$ cat config.mk
export PLATFORM = sky130hd
export DESIGN_NAME = mem_port_arbiter
export DESIGN_NICKNAME = d
export VERILOG_FILES = /design/src/rtl/mem_pkg.sv /design/src/rtl/mem_port_arbiter_rr_arb2.sv /design/src/rtl/mem_port_arbiter.sv
export SDC_FILE = /design/constraint.sdc
export NUM_CORES = 1
export LEC_CHECK = 0
export CELL_PAD_IN_SITES_DETAIL_PLACEMENT = 1
export CELL_PAD_IN_SITES_GLOBAL_PLACEMENT = 2
export CORE_MARGIN = 2
export CORE_UTILIZATION = 16
export CTS_BUF_LIST = sky130_fd_sc_hd__clkbuf_16
export CTS_CLUSTER_SIZE = 25
export DETAILED_ROUTE_END_ITERATION = 8
export GPL_ROUTABILITY_DRIVEN = 0
export MAX_ROUTING_LAYER = met4
export PLACE_DENSITY_LB_ADDON = 0.1
export SLEW_MARGIN = 25
export SYNTH_ARGS = -nofsm -noshare
export SYNTH_HDL_FRONTEND = slang
export SYNTH_SLANG_ARGS = --single-unit
$ cat constraint.sdc
create_clock -name clk -period 1.6 [get_ports clk]
set_clock_uncertainty 0.05 [all_clocks]
set_input_delay 0.32 -clock clk [delete_from_list [all_inputs] [get_ports clk]]
set_output_delay 0.32 -clock clk [all_outputs]
set_load 0.05 [all_outputs]
$ cat src/rtl/mem_pkg.sv
// Request encodings, state and owner types shared by the scratchpad port arbiter.
package mem_pkg;

   localparam logic M_XRD = 1'b0;
   localparam logic M_XWR = 1'b1;

   localparam logic [2:0] MT_B = 3'd0;
   localparam logic [2:0] MT_H = 3'd1;
   localparam logic [2:0] MT_W = 3'd3;

   localparam int MEM_AW = 32;
   localparam int MEM_DW = 32;

   typedef struct packed {
      logic [MEM_AW-1:0] addr;
      logic [MEM_DW-1:0] data;
      logic              fcn;
      logic [2:0]        typ;
   } mem_req_t;

   typedef enum logic {
      OWN_CORE = 1'b0,
      OWN_HTIF = 1'b1
   } owner_e;

   typedef enum logic [1:0] {
      S_IDLE  = 2'd0,
      S_ISSUE = 2'd1,
      S_WAIT  = 2'd2
   } arb_state_e;

endpackage

$ cat src/rtl/mem_port_arbiter_rr_arb2.sv
// Two-way round-robin winner select: a lone requester wins, a tie goes to
// whichever port was not granted last.
module rr_arb2
   import mem_pkg::*;
(
   input  logic   c_valid,
   input  logic   h_valid,
   input  owner_e rr_last,
   output logic   c_grant,
   output logic   h_grant
);

   always_comb begin
      c_grant = c_valid && (!h_valid || (rr_last == OWN_HTIF));
      h_grant = h_valid && (!c_valid || (rr_last == OWN_CORE));
   end

endmodule

$ cat src/rtl/mem_port_arbiter.sv
// Shares one scratchpad port between the core and HTIF data ports, keeping
// exactly one request outstanding and routing each response to its owner.
module mem_port_arbiter
   import mem_pkg::*;
#(
   parameter int AW = 32,
   parameter int DW = 32
) (
   input  logic          clk,
   input  logic          rst,
   input  logic          c_req_valid,
   output logic          c_req_ready,
   input  logic [AW-1:0] c_req_addr,
   input  logic [DW-1:0] c_req_data,
   input  logic          c_req_fcn,
   input  logic [2:0]    c_req_typ,
   output logic          c_resp_valid,
   output logic [DW-1:0] c_resp_data,
   input  logic          h_req_valid,
   output logic          h_req_ready,
   input  logic [AW-1:0] h_req_addr,
   input  logic [DW-1:0] h_req_data,
   input  logic          h_req_fcn,
   input  logic [2:0]    h_req_typ,
   output logic          h_resp_valid,
   output logic [DW-1:0] h_resp_data,
   output logic          m_req_valid,
   input  logic          m_req_ready,
   output logic [AW-1:0] m_req_addr,
   output logic [DW-1:0] m_req_data,
   output logic          m_req_fcn,
   output logic [2:0]    m_req_typ,
   input  logic          m_resp_valid,
   input  logic [DW-1:0] m_resp_data,
   output logic          err_spurious
);

   arb_state_e state_reg, state_next;
   owner_e     owner_reg, owner_next;
   owner_e     rr_last_reg, rr_last_next;
   mem_req_t   buf_reg, buf_next;
   logic       err_reg, err_next;
   logic       c_grant, h_grant;

   rr_arb2 u_rr_arb2 (
      .c_valid (c_req_valid),
      .h_valid (h_req_valid),
      .rr_last (rr_last_reg),
      .c_grant (c_grant),
      .h_grant (h_grant)
   );

   always_ff @(posedge clk) begin
      if (rst) begin
         state_reg   <= S_IDLE;
         owner_reg   <= OWN_CORE;
         rr_last_reg <= OWN_HTIF;
         buf_reg     <= '0;
         err_reg     <= 1'b0;
      end else begin
         state_reg   <= state_next;
         owner_reg   <= owner_next;
         rr_last_reg <= rr_last_next;
         buf_reg     <= buf_next;
         err_reg     <= err_next;
      end
   end

   always_comb begin
      state_next   = state_reg;
      owner_next   = owner_reg;
      rr_last_next = rr_last_reg;
      buf_next     = buf_reg;
      err_next     = err_reg;
      c_req_ready  = 1'b0;
      h_req_ready  = 1'b0;
      m_req_valid  = 1'b0;
      m_req_addr   = '0;
      m_req_data   = '0;
      m_req_fcn    = 1'b0;
      m_req_typ    = '0;
      c_resp_valid = 1'b0;
      h_resp_valid = 1'b0;

      case (state_reg)
         S_IDLE: begin
            c_req_ready = c_grant;
            h_req_ready = h_grant;
            if (c_grant || h_grant) begin
               owner_next    = c_grant ? OWN_CORE : OWN_HTIF;
               rr_last_next  = c_grant ? OWN_CORE : OWN_HTIF;
               buf_next.addr = c_grant ? MEM_AW'(c_req_addr) : MEM_AW'(h_req_addr);
               buf_next.data = c_grant ? MEM_DW'(c_req_data) : MEM_DW'(h_req_data);
               buf_next.fcn  = c_grant ? c_req_fcn : h_req_fcn;
               buf_next.typ  = c_grant ? c_req_typ : h_req_typ;
               state_next    = S_ISSUE;
            end
         end
         S_ISSUE: begin
            m_req_valid = 1'b1;
            m_req_addr  = AW'(buf_reg.addr);
            m_req_data  = DW'(buf_reg.data);
            m_req_fcn   = buf_reg.fcn;
            m_req_typ   = buf_reg.typ;
            if (m_req_ready) begin
               state_next = S_WAIT;
            end
         end
         S_WAIT: begin
            if (m_resp_valid) begin
               c_resp_valid = (owner_reg == OWN_CORE);
               h_resp_valid = (owner_reg == OWN_HTIF);
               state_next   = S_IDLE;
            end
         end
         default: state_next = S_IDLE;
      endcase

      // A response with nothing outstanding is dropped but remembered until reset.
      if (m_resp_valid && (state_reg != S_WAIT)) begin
         err_next = 1'b1;
      end
   end

   assign c_resp_data  = m_resp_data;
   assign h_resp_data  = m_resp_data;
   assign err_spurious = err_reg;

endmodule

[Word-level counts from Yosys, hierarchy flattened]
Cells that the tools add are included.
Word-level totals
  word-level logic and storage cells: 47
  output and inout port bits: 138
  register bits after elaboration: 73
  bits of input ports: 174
Operators by class
  bitwise gates (word level): 2
  reduce and logical (&&, ||, !) cells: 11
  mux-type cells: 20
  equal/unequal tests: 6
Operator list (count)
  two-way mux 32 bit: 4
  two-way mux 1 bit: 10
  != test 2 bit, second input constant: 4
  two-way mux 2 bit: 3
  two-way mux 3 bit: 2
  one-hot mux 2 bit (3 select lines): 1
  logical AND 1 bit: 3
  logical OR 1 bit: 3
  AND reduction 3 bit: 1
  == test 2 x 1 -> 1 bit, second input constant: 1
  == test 2 bit, second input constant: 1
  logical NOT 1 bit: 2
  logical NOT 2 bit: 1
  inverter 1 bit: 2
  AND reduction 2 bit: 1

[Logic depth before layout (Yosys ltp)]
  depth in word-level cells: 6
  gate-level depth with buffers: 7
  depth with buffers taken out: 3

[Modules after synthesis]
Synthesis repeated with hierarchy kept, for this count alone.
Second synthesis, totals
  cell total of the unflattened synthesis: 480
  area total of the unflattened synthesis: 4349.2 µm²
Modules (own cells, without submodules)
  mem_port_arbiter: cells an instance 477, area each 4330.4 µm², times used 1, sequential area each 1461.4 µm²
  rr_arb2: cells an instance 3, area each 18.8 µm², times used 1, sequential area each 0.0 µm²

[Worst setup path after synthesis]
OpenSTA, ideal clock, no wires.
  path type: reg-to-output
  from: reg state_reg[0]
  to: out m_req_addr[13]
  cell stages (with the launch flop): 5
  arrival time: 1806 ps
  data required time: 1230 ps
  path buffers: 2
  slack: -576 ps
  path through: dfxtp_1 nor2b_1 clkbuf_1 clkbuf_1 and2_1
On the way
  cells in the longest elaborated chain, start to end: 2
Ends and longest elaborated chain
  from (decl): RTL line mem_port_arbiter.sv:38  | arb_state_e state_reg, state_next;
  from (signal assigned): RTL line mem_port_arbiter.sv:61  | state_reg <= state_next;
  == test 2 x 1 -> 1 bit: RTL line mem_port_arbiter.sv:85  | case (state_reg)
  two-way mux 32 bit: RTL line mem_port_arbiter.sv:85
  to (decl): RTL line mem_port_arbiter.sv:29  | output logic [AW-1:0] m_req_addr,
Every way passes these cells.

[Worst setup path after layout]
  from: reg state_reg[0]
  to: out m_req_data[12]
On the way
  cells in the longest elaborated chain, start to end: 2
Ends and longest elaborated chain
  == test 2 x 1 -> 1 bit: RTL line mem_port_arbiter.sv:85
  two-way mux 32 bit: RTL line mem_port_arbiter.sv:85
  to (decl): RTL line mem_port_arbiter.sv:30  | output logic [DW-1:0] m_req_data,
Every way passes these cells.

==> flow_metrics.env <==
export IMPL_initial_core_util_pct=16.3
export IMPL_finalPower_mw=7.31
export IMPL_cts_max_level=3
export IMPL_clk_latency_ns=0.34
export IMPL_fmax_ghz=0.534
export IMPL_syn_nets=746
export IMPL_critPathLaunchType="flip-flop"
export IMPL_fin_tns_setup_ns=-17.32
export IMPL_io_pins=312
export IMPL_worst_pin_slew_ns=0.490
export IMPL_setup_viol=73
export IMPL_worst_path_stages=5
export IMPL_netlist_top_cell_by_area="dfxtp_1"
export IMPL_via_per_inst=4.49
export IMPL_core_um2=27900
export IMPL_drt_iter0_markers=219
export IMPL_dieArea_um2=29900
export IMPL_grt_max_degree=39
export IMPL_cts_hold_buf=0
export IMPL_rrSetupSlack_ns=0.01
export IMPL_r2r_end="buf_reg[12]$_SDFFE_PP0P_"
export IMPL_drtAntennaViolNets=0
export IMPL_placed_cell_area_um2=7650
export IMPL_hold_class="input pin to flip-flop"
export IMPL_synth_cells=572
export IMPL_grt_pass1_wl_um=34400
export IMPL_fin_crit_ns=1.87
export IMPL_ys_types=29
export IMPL_ys_ff_latch=73
export IMPL_power_leakage_nw=3.12
export IMPL_ys_flop_type="dfxtp_1"
export IMPL_first_global_vias=5573
export IMPL_maxCapViolations=0
export IMPL_vias=4943
export IMPL_hold_start="m_resp_valid"
export IMPL_synth_edf_count=0
export IMPL_multiInputGateArea_um2=2550
export IMPL_fin_cells=1100
export IMPL_wl_per_cell_um=21.1
export IMPL_grtUsageTotal_pct=15.3
export IMPL_postSynthAreaPerCell_um2=7.98
export IMPL_die_width_um=173
export IMPL_critPathArrivalTime_ns=1.50
export IMPL_cp_top_family="buffers and inverters"
export IMPL_r2r_start="state_reg[1]$_SDFFE_PP0P_"
export IMPL_cts_tree="done"
export IMPL_hold_depth=3
export IMPL_cts_sink_count=73
export IMPL_cts_path_max_buffers=2
export IMPL_violations="negative setup slack"
export IMPL_cts_made_buffers=9
export IMPL_overflow=0
export IMPL_whs_endpoint="err_spurious$_SDFFE_PP0P_"
export IMPL_dp_hpwl_um=14700
export IMPL_final_common_cell="clkdlybuf4s50_1"
export IMPL_finalWirelength_um=23200
export IMPL_synthArstFlopShare_pct=0
export IMPL_finalInstanceArea_um2=8530
export IMPL_fin_nets=890
export IMPL_p_per_area_nw_per_um2=857
export IMPL_cp_end_kind="primary output"
export IMPL_crit_required_ns=1.23
export IMPL_crit_path_frequent_cell="buf_12"
export IMPL_cp_max_fo=18
export IMPL_syn2layout_area_growth_pct=86.8
export IMPL_hold_slack_ns=0.290
export IMPL_run_status="complete, but fails checks"
export IMPL_route_detailed_drc=0
export IMPL_antenna_found_initial=2
export IMPL_synth_top_area_share_pct=32.0
export IMPL_slowest_stage="dfxtp_2"
export IMPL_final_layout_size_suffix_gt1_share_pct=34.3
export IMPL_synthTopCellsByArea="dfxtp_1 32%, buf_4 11%, and2_1 9.5%"
export IMPL_drv_slew=0
export IMPL_crit_buf_inv=3
export IMPL_fin_util_pct=30.5
export IMPL_synth_area_um2=4560
export IMPL_rows=61
export IMPL_crit_chain="nor2b_4, buf_6, buf_12, and2_2, buf_12"
export IMPL_die_h_um=173
export IMPL_yosysWarnings=0
export IMPL_dp_cells=1060
export IMPL_layout_common_cells="137 x clkdlybuf4s50_1, 89 x buf_12, 70 x dfxtp_1"
export IMPL_critPathKind="flip-flop to primary output"
export IMPL_finalWorstSetupSlack_ns=-0.274
export IMPL_worstRegToRegCells=7
export IMPL_post_place_ws_ns=-0.409
export IMPL_seq_area_um2=1470
export IMPL_finalHoldViolations=0
export IMPL_fillers=3152
export IMPL_path_clk_slew_ns=0.06
export IMPL_cts_root_buffer="clkbuf_16"
export IMPL_relSlewSlack_pct=67.4
export IMPL_cpPeakStageDelay_ns=0.33
export IMPL_fin_crit_sh_pct=117
export IMPL_port_buffers=215
export IMPL_rsz0062_at_grt="yes"
export IMPL_ir_drop_v=0.000392
export IMPL_yosysSeqAreaShare_pct=32.0
export IMPL_largest_register_ffs=68
export IMPL_first_pass_iters=4
[power breakdown]
group / internal (mW) / total, mW / leakage [nW] / switching (mW)
clock: 1.35 / 2.21 / 0.148 / 0.862
sequential: 2.04 / 2.17 / 0.607 / 0.123
combinational: 1.50 / 2.93 / 2.36 / 1.43
total: 4.90 / 7.31 / 3.12 / 2.41
[cell families (layout without fill, tap and decap cells)]
family	count (synthesis)	in the layout	share of synthesized area, %
AO/OA/AOI/OAI	210	210	31.7
buffers and inverters	135	284	17.2
flip-flops	73	73	32.0
other	0	1	0
AND/OR/NAND/NOR	154	154	19.1
[how the worst max path moves through the flow]
stage	from	end	slack [ns]
2_1_floorplan	state_reg[0]$_SDFFE_PP0P_	m_req_addr[13]	-0.17
3_3_place_gp	h_req_valid	h_req_ready	-0.42
3_5_place_dp	h_req_valid	h_req_ready	-0.41
4_1_cts	state_reg[0]$_SDFFE_PP0P_	m_req_addr[30]	-0.30
5_1_grt	state_reg[0]$_SDFFE_PP0P_	m_req_data[12]	-0.35
6_report	state_reg[0]$_SDFFE_PP0P_	m_req_data[12]	-0.27
[cell usage after synthesis (2+ instances only)]
library cell,instances
clkbuf_1,53
buf_2,11
buf_4,64
dfxtp_1,73
buf_6,3
a21oi_1,70
nand3_1,68
and2_1,69
nand2b_1,2
a311oi_2,20
o21ai_1,4
clkbuf_2,2
nor2_1,6
a311oi_1,48
o21ai_0,64
or3b_2,2
[routing by layer]
layer | up-vias | wire length (um) | track usage [%]
met4 | 0 | 179 | 2.93
met2 | 174 | 11000 | 24.6
li1 | 2321 | - | -
met5 | - | 0 | -
met1 | 2434 | 10500 | 19.0
met3 | 14 | 1490 | 4.71
[timing repair]
item	4_1_cts	5_1_grt
cloned	4	8
endpoints found under the hold margin	0	0
buffers inserted	8	3
pin swaps	11	35
setup endpoints to repair	99	113
gates resized for setup	43	18
[final cells by class]
type | instances | share of cell area [%]
Clock inverter | 7 | 1.01
Clock buffer | 9 | 2.64
Inverter | 2 | 0.0880
Multi-Input combinational cell | 364 | 29.9
Tap cell | 378 | 5.55
Timing Repair Buffer | 266 | 43.6
Sequential cell | 73 | 17.2
Antenna cell | 1 | 0.0293
[worst min-delay path: stages]
cell and delay [ns]:
dlymetal6s2s_1 0.17, a21oi_1 0.09, nor2_1 0.07
Note: power is estimated with default switching activity, not from simulation.
